--- config.mk ---
export PLATFORM = sky130hd
export DESIGN_NAME = uart_tx_fifo
export DESIGN_NICKNAME = d
export VERILOG_FILES = /design/src/rtl/uart_tx_fifo.sv
export SDC_FILE = /design/constraint.sdc
export NUM_CORES = 1
export LEC_CHECK = 0
export BUFFER_PORTS_ARGS = -buffer_cell sky130_fd_sc_hd__buf_4
export CORE_MARGIN = 4
export CORE_UTILIZATION = 32
export CTS_BUF_LIST = sky130_fd_sc_hd__clkbuf_4 sky130_fd_sc_hd__clkbuf_8
export DETAILED_ROUTE_END_ITERATION = 6
export PLACE_DENSITY = 0.47
export SLEW_MARGIN = 20
export SYNTH_ARGS = -nofsm -noshare
export SYNTH_HDL_FRONTEND = slang
export SYNTH_SLANG_ARGS = --single-unit
--- constraint.sdc ---
create_clock -name clk_i -period 7.1 [get_ports clk_i]
set_clock_uncertainty 0.2 [all_clocks]
set_input_delay 0.71 -clock clk_i [delete_from_list [all_inputs] [get_ports clk_i]]
set_output_delay 0.71 -clock clk_i [all_outputs]
set_load 0.02 [all_outputs]
--- src/rtl/uart_tx_fifo.sv ---
// Buffered 8N1 UART transmitter (optional parity bit), LSB first.
// Bytes enter a DEPTH-entry FIFO over a valid/ready handshake. A five-state FSM
// serialises them on a registered tx_o. Back-to-back frames have no idle gap.
module uart_tx_fifo #(
    parameter int unsigned CLK_FREQ   = 100000000,
    parameter int unsigned BAUDRATE   = 115200,
    parameter int unsigned DEPTH      = 16,
    parameter bit          PARITY_EN  = 1'b0,
    parameter bit          PARITY_ODD = 1'b0
) (
    input  logic                     clk_i,
    input  logic                     rst_ni,
    input  logic [7:0]               data_i,
    input  logic                     valid_i,
    output logic                     ready_o,
    output logic                     tx_o,
    output logic                     busy_o,
    output logic [$clog2(DEPTH):0]   count_o
);

    localparam int unsigned DIV = CLK_FREQ / BAUDRATE;
    localparam int unsigned AW  = $clog2(DEPTH);
    localparam int unsigned CW  = AW + 1;
    localparam int unsigned BW  = (DIV > 1) ? $clog2(DIV) : 1;
    localparam logic [BW-1:0] BaudMax = BW'(DIV - 1);

    if (DIV < 2) begin : g_div_check
        $error("uart_tx_fifo: CLK_FREQ/BAUDRATE must be at least 2");
    end
    if (DEPTH < 2 || (DEPTH & (DEPTH - 1)) != 0) begin : g_depth_check
        $error("uart_tx_fifo: DEPTH must be a power of 2 and at least 2");
    end

    typedef enum logic [2:0] {
        StIdle   = 3'd0,
        StStart  = 3'd1,
        StData   = 3'd2,
        StParity = 3'd3,
        StStop   = 3'd4
    } state_e;

    logic [7:0]    mem_q [DEPTH];
    logic [AW-1:0] wr_ptr_q, rd_ptr_q;
    logic [CW-1:0] count_q;
    logic          push, pop;
    logic [7:0]    fifo_rd;

    state_e        state_q, state_d;
    logic [BW-1:0] baud_q, baud_d;
    logic [2:0]    bit_q, bit_d;
    logic [7:0]    shift_q, shift_d;
    logic          parity_q, parity_d;
    logic          tx_q, tx_d;
    logic          baud_last;

    assign ready_o   = (count_q != CW'(DEPTH));
    assign push      = valid_i && ready_o;
    assign fifo_rd   = mem_q[rd_ptr_q];
    assign baud_last = (baud_q == BaudMax);

    assign tx_o    = tx_q;
    assign count_o = count_q;
    assign busy_o  = (state_q != StIdle) || (count_q != '0);

    // FIFO storage; contents need no reset since count gates every read.
    always_ff @(posedge clk_i) begin
        if (push) begin
            mem_q[wr_ptr_q] <= data_i;
        end
    end

    // FIFO pointers and occupancy; pointers wrap naturally at DEPTH (power of 2).
    always_ff @(posedge clk_i or negedge rst_ni) begin
        if (!rst_ni) begin
            wr_ptr_q <= '0;
            rd_ptr_q <= '0;
            count_q  <= '0;
        end else begin
            if (push) begin
                wr_ptr_q <= wr_ptr_q + AW'(1);
            end
            if (pop) begin
                rd_ptr_q <= rd_ptr_q + AW'(1);
            end
            count_q <= count_q + CW'(push) - CW'(pop);
        end
    end

    // Transmitter state, counters, shifter and line register.
    always_ff @(posedge clk_i or negedge rst_ni) begin
        if (!rst_ni) begin
            state_q  <= StIdle;
            baud_q   <= '0;
            bit_q    <= '0;
            shift_q  <= '0;
            parity_q <= 1'b0;
            tx_q     <= 1'b1;
        end else begin
            state_q  <= state_d;
            baud_q   <= baud_d;
            bit_q    <= bit_d;
            shift_q  <= shift_d;
            parity_q <= parity_d;
            tx_q     <= tx_d;
        end
    end

    // Next-state logic; a pop from IDLE or the last STOP cycle starts a new frame.
    always_comb begin
        state_d  = state_q;
        baud_d   = baud_last ? '0 : baud_q + BW'(1);
        bit_d    = bit_q;
        shift_d  = shift_q;
        parity_d = parity_q;
        tx_d     = tx_q;
        pop      = 1'b0;

        unique case (state_q)
            StIdle: begin
                baud_d = '0;
                tx_d   = 1'b1;
                pop    = (count_q != '0);
            end
            StStart: begin
                if (baud_last) begin
                    tx_d    = shift_q[0];
                    bit_d   = '0;
                    state_d = StData;
                end
            end
            StData: begin
                if (baud_last) begin
                    if (bit_q == 3'd7) begin
                        if (PARITY_EN) begin
                            tx_d    = parity_q;
                            state_d = StParity;
                        end else begin
                            tx_d    = 1'b1;
                            state_d = StStop;
                        end
                    end else begin
                        shift_d = shift_q >> 1;
                        tx_d    = shift_q[1];
                        bit_d   = bit_q + 3'd1;
                    end
                end
            end
            StParity: begin
                if (baud_last) begin
                    tx_d    = 1'b1;
                    state_d = StStop;
                end
            end
            StStop: begin
                if (baud_last) begin
                    tx_d    = 1'b1;
                    state_d = StIdle;
                    pop     = (count_q != '0);
                end
            end
            default: begin
                baud_d  = '0;
                tx_d    = 1'b1;
                state_d = StIdle;
            end
        endcase

        if (pop) begin
            shift_d  = fifo_rd;
            parity_d = (^fifo_rd) ^ PARITY_ODD;
            tx_d     = 1'b0;
            baud_d   = '0;
            state_d  = StStart;
        end
    end

endmodule

==> flow_summary.json <==
{
  "tns_ns": 0,
  "synth_top_family_by_area": "multiplexers",
  "r2r_setup_slack_ns": 3.31,
  "cts_made_buffers": 17,
  "drt-vias-per-instance": 4.77,
  "synthMuxAreaShare": 0.139,
  "drv_cap": 0,
  "row_count": 53,
  "stdcell_area_um2": 7730,
  "post-route-period-util": 0.534,
  "postCtsHoldBufs": 0,
  "critical_path_buf_inv_count": 2,
  "synth_top_area_cell": "edfxtp_1",
  "cts.sinks": 166,
  "synthFlopType": "edfxtp_1",
  "die_h_um": 155,
  "grt_remaining_overflow": 0,
  "powerDensity_nw_per_um2": 279,
  "wl_per_cell_um": 19.1,
  "r2r_end": "count_o[4]",
  "worst_pin_slew_ns": 1.06,
  "nets": 450,
  "drtAntennaViolNets": 0,
  "synth-seq-cells": 166,
  "num-fill-cells": 1996,
  "htreeDepth": 4,
  "die_x_um": 155,
  "synth_xor_area_frac": 0.0228,
  "grt_start_max_net_pins": 39,
  "ios": 19,
  "core_um2": 21200,
  "synth_area_per_cell_um2": 17.1,
  "syn2layout_area_growth_pct": 11.6,
  "crit_cells": 13,
  "initialDrtViolationCount": 171,
  "remaining_drc_errors": 0,
  "post_cts_resized": 0,
  "p_leak_uw": 0.00274,
  "postCtsSetupBuffers": 0,
  "syn_area_um2": 6920,
  "cp-start-kind": "flip-flop",
  "synthTopCellsByArea": "edfxtp_1 56%, dfrtp_1 13%, mux4_2 10%, mux2i_1 2.7%, ha_1 2.5%",
  "dp.final_hpwl_um": 8440,
  "setup-violations-final": 0,
  "num_vias": 3394,
  "place_area_um2": 7350,
  "min-delay-path-class": "input port to asynchronous set/reset pin",
  "drive_gt1_frac": 0.222,
  "max_stage_delay_ns": 0.53,
  "start_util": 0.327,
  "grt_pass1_vias": 3536,
  "endpoint_kind": "flip-flop",
  "dieArea_um2": 24000,
  "port_buffers": 18,
  "required_ns": 7.27,
  "synth-simple-area-share": 0.0671,
  "gp_congestion": 0.701,
  "grt_usage": 0.120,
  "cts_buffer_depth": 2,
  "crit_top_cell": "ha_1",
  "cp_data_arrival_time_ns": 3.97,
  "slew_viol_final": 0,
  "diodes": 0,
  "ys_async_sr_fraction": 0.229,
  "clk_latency_ns": 0.46,
  "clk_pin_slew_ns": 0.09,
  "critPathSlowestCell": "o31ai_1",
  "crit_path_end": "count_o[4]",
  "synth-compound-area-share": 0.0287,
  "cts_tree": "done",
  "ys_types": 43,
  "synth-edff-count": 128,
  "synthAdderAreaFrac": 0.0282,
  "max_slew_margin": 0.291,
  "rsz0062_at_grt": "no",
  "vdd_drop_max_uv": 176,
  "synth_fp_nets": 431,
  "rr_startpoint": "baud_q[0]",
  "reg2regPathDepth": 13,
  "first_pass_iters": 4,
  "synth_seq_area_share": 0.693,
  "synth_top_area_frac": 0.555,
  "finalHoldViolations": 0,
  "multiInputGateArea_um2": 2000,
  "worstSetupPathType": "flip-flop to flip-flop",
  "wl_um": 13600,
  "antenna_found_initial": 0,
  "syn_inst": 405,
  "ctsRootBufferMaster": "clkbuf_8",
  "crit_path_cell_trace": "ha_1, or3b_1, o31ai_1, nand2_1, inv_1, ha_1, inv_1, ha_1, fa_1, a21oi_1, nor2_1, nor2_1, xnor2_1",
  "yosysWarnings": 0,
  "post-route-min-period_ns": 3.79,
  "outcome": "completed",
  "fmax_mhz": 264,
  "crit_family": "simple AND/OR/NAND/NOR gates",
  "grt_first_pass_wirelength_um": 21300,
  "crit_path_start": "baud_q[0]",
  "ff_latch_area_um2": 4800,
  "crit_fanout": 12
}
[registers in the layout, indices dropped and copies added (netlist names), 3 cells and up]
register	cells
count_o	5
state_q	3
wr_ptr_q	4
baud_q	10
shift_q	8
bit_q	3
rd_ptr_q	4
mem_q	128
[worst register-to-register path, delay by kind of cell, from the launching register on]
family                   cells  cell delay (ns)
buffers and inverters        2             0.20
AO/OA/AOI/OAI                2             0.70
AND/OR/NAND/NOR              4             1.12
flip-flops                   1             0.40
XOR/XNOR                     1             0.13
adder cells (fa/ha/maj)      4             0.99
[per-layer routing]
metal / track usage / part of all wire / up-vias
li1: - / - / 1589
met1: 0.166 / 0.47 / 1747
met2: 0.187 / 0.48 / 47
met3: 0.0306 / 0.032 / 11
met4: 0.0353 / 0.011 / 0
met5: 0 / 0 / -
[cells in the mapped netlist, types with 11 or more instances]
cell and count:
inv_1 16, mux2i_1 19, ha_1 14, xnor2_1 14, mux4_2 32, dfrtp_1 37
edfxtp_1 128, a22o_1 14, nor2_1 37, nand2_1 12, clkbuf_1 11
[logic make-up after synthesis]
group,count (synthesis)
xor gates and xnor gates,18
adders and majority gates,15
muxes,55
and+or+nand+nor,88
DFF,166
buffers and inverters,36
AOI/OAI and AO/OA,27
[worst min path at each step]
stage	startpoint	end	cells after the start
2_1_floorplan	rst_ni	baud_q[0]	0
3_3_place_gp	baud_q[0]	baud_q[0]	1
3_5_place_dp	baud_q[0]	baud_q[0]	1
4_1_cts	rst_ni	state_q[1]	1
5_1_grt	rst_ni	rd_ptr_q[3]	1
6_report	rst_ni	rd_ptr_q[3]	1
[report_power, final]
part	leakage [µW]	switching, µW	internal (µW)
logic	0.000928	184	116
clock network	0.000187	367	285
registers	0.00162	53.2	1150
[placed cells by master, fill, tap and decap left out, types with 2 or more instances in the layout]
cell type / instances
nor2_1: 37
xnor2_1: 14
nor3_2: 4
nand4_1: 2
and2_1: 2
mux4_2: 32
nand3_1: 7
nor3_1: 3
inv_1: 16
a22o_1: 14
inv_6: 3
clkinvlp_4: 2
o21ai_0: 4
nand2b_1: 3
ha_1: 14
xor2_1: 4
dfrtp_1: 36
inv_8: 2
o31ai_1: 2
a21oi_1: 5
clkbuf_8: 17
mux2_2: 3
nor4b_1: 2
or3_4: 2
clkinv_4: 3
mux2i_1: 19
nand2_1: 12
nor2b_1: 2
buf_4: 20
edfxtp_1: 128
nor4_1: 2
[area by class of cell]
class,instances,share of cell area
sequential,166,0.621
multi-input combinational,203,0.258
tap,275,0.0445
clock buffer,17,0.0303
timing repair buffer,20,0.0194
clock inverter,14,0.0188
inverter,16,0.00777
[through the flow]
step / util / instances / setup slack (ns) / hold WS (ns) / total power [µW]
floorplan: - / 405 / 3.93 / 0.214 / 1410
global placement: 0.347 / 680 / 3.46 / 0.268 / 1520
detailed placement: 0.347 / 680 / 3.29 / 0.285 / 1540
CTS: 0.365 / 711 / 3.25 / 0.00674 / 2190
global route: 0.365 / 711 / 2.82 / 0.0288 / 2270
finish: 0.365 / 711 / 3.31 / 0.0107 / 2160
No activity file was read; power rests on OpenSTA's default activity.
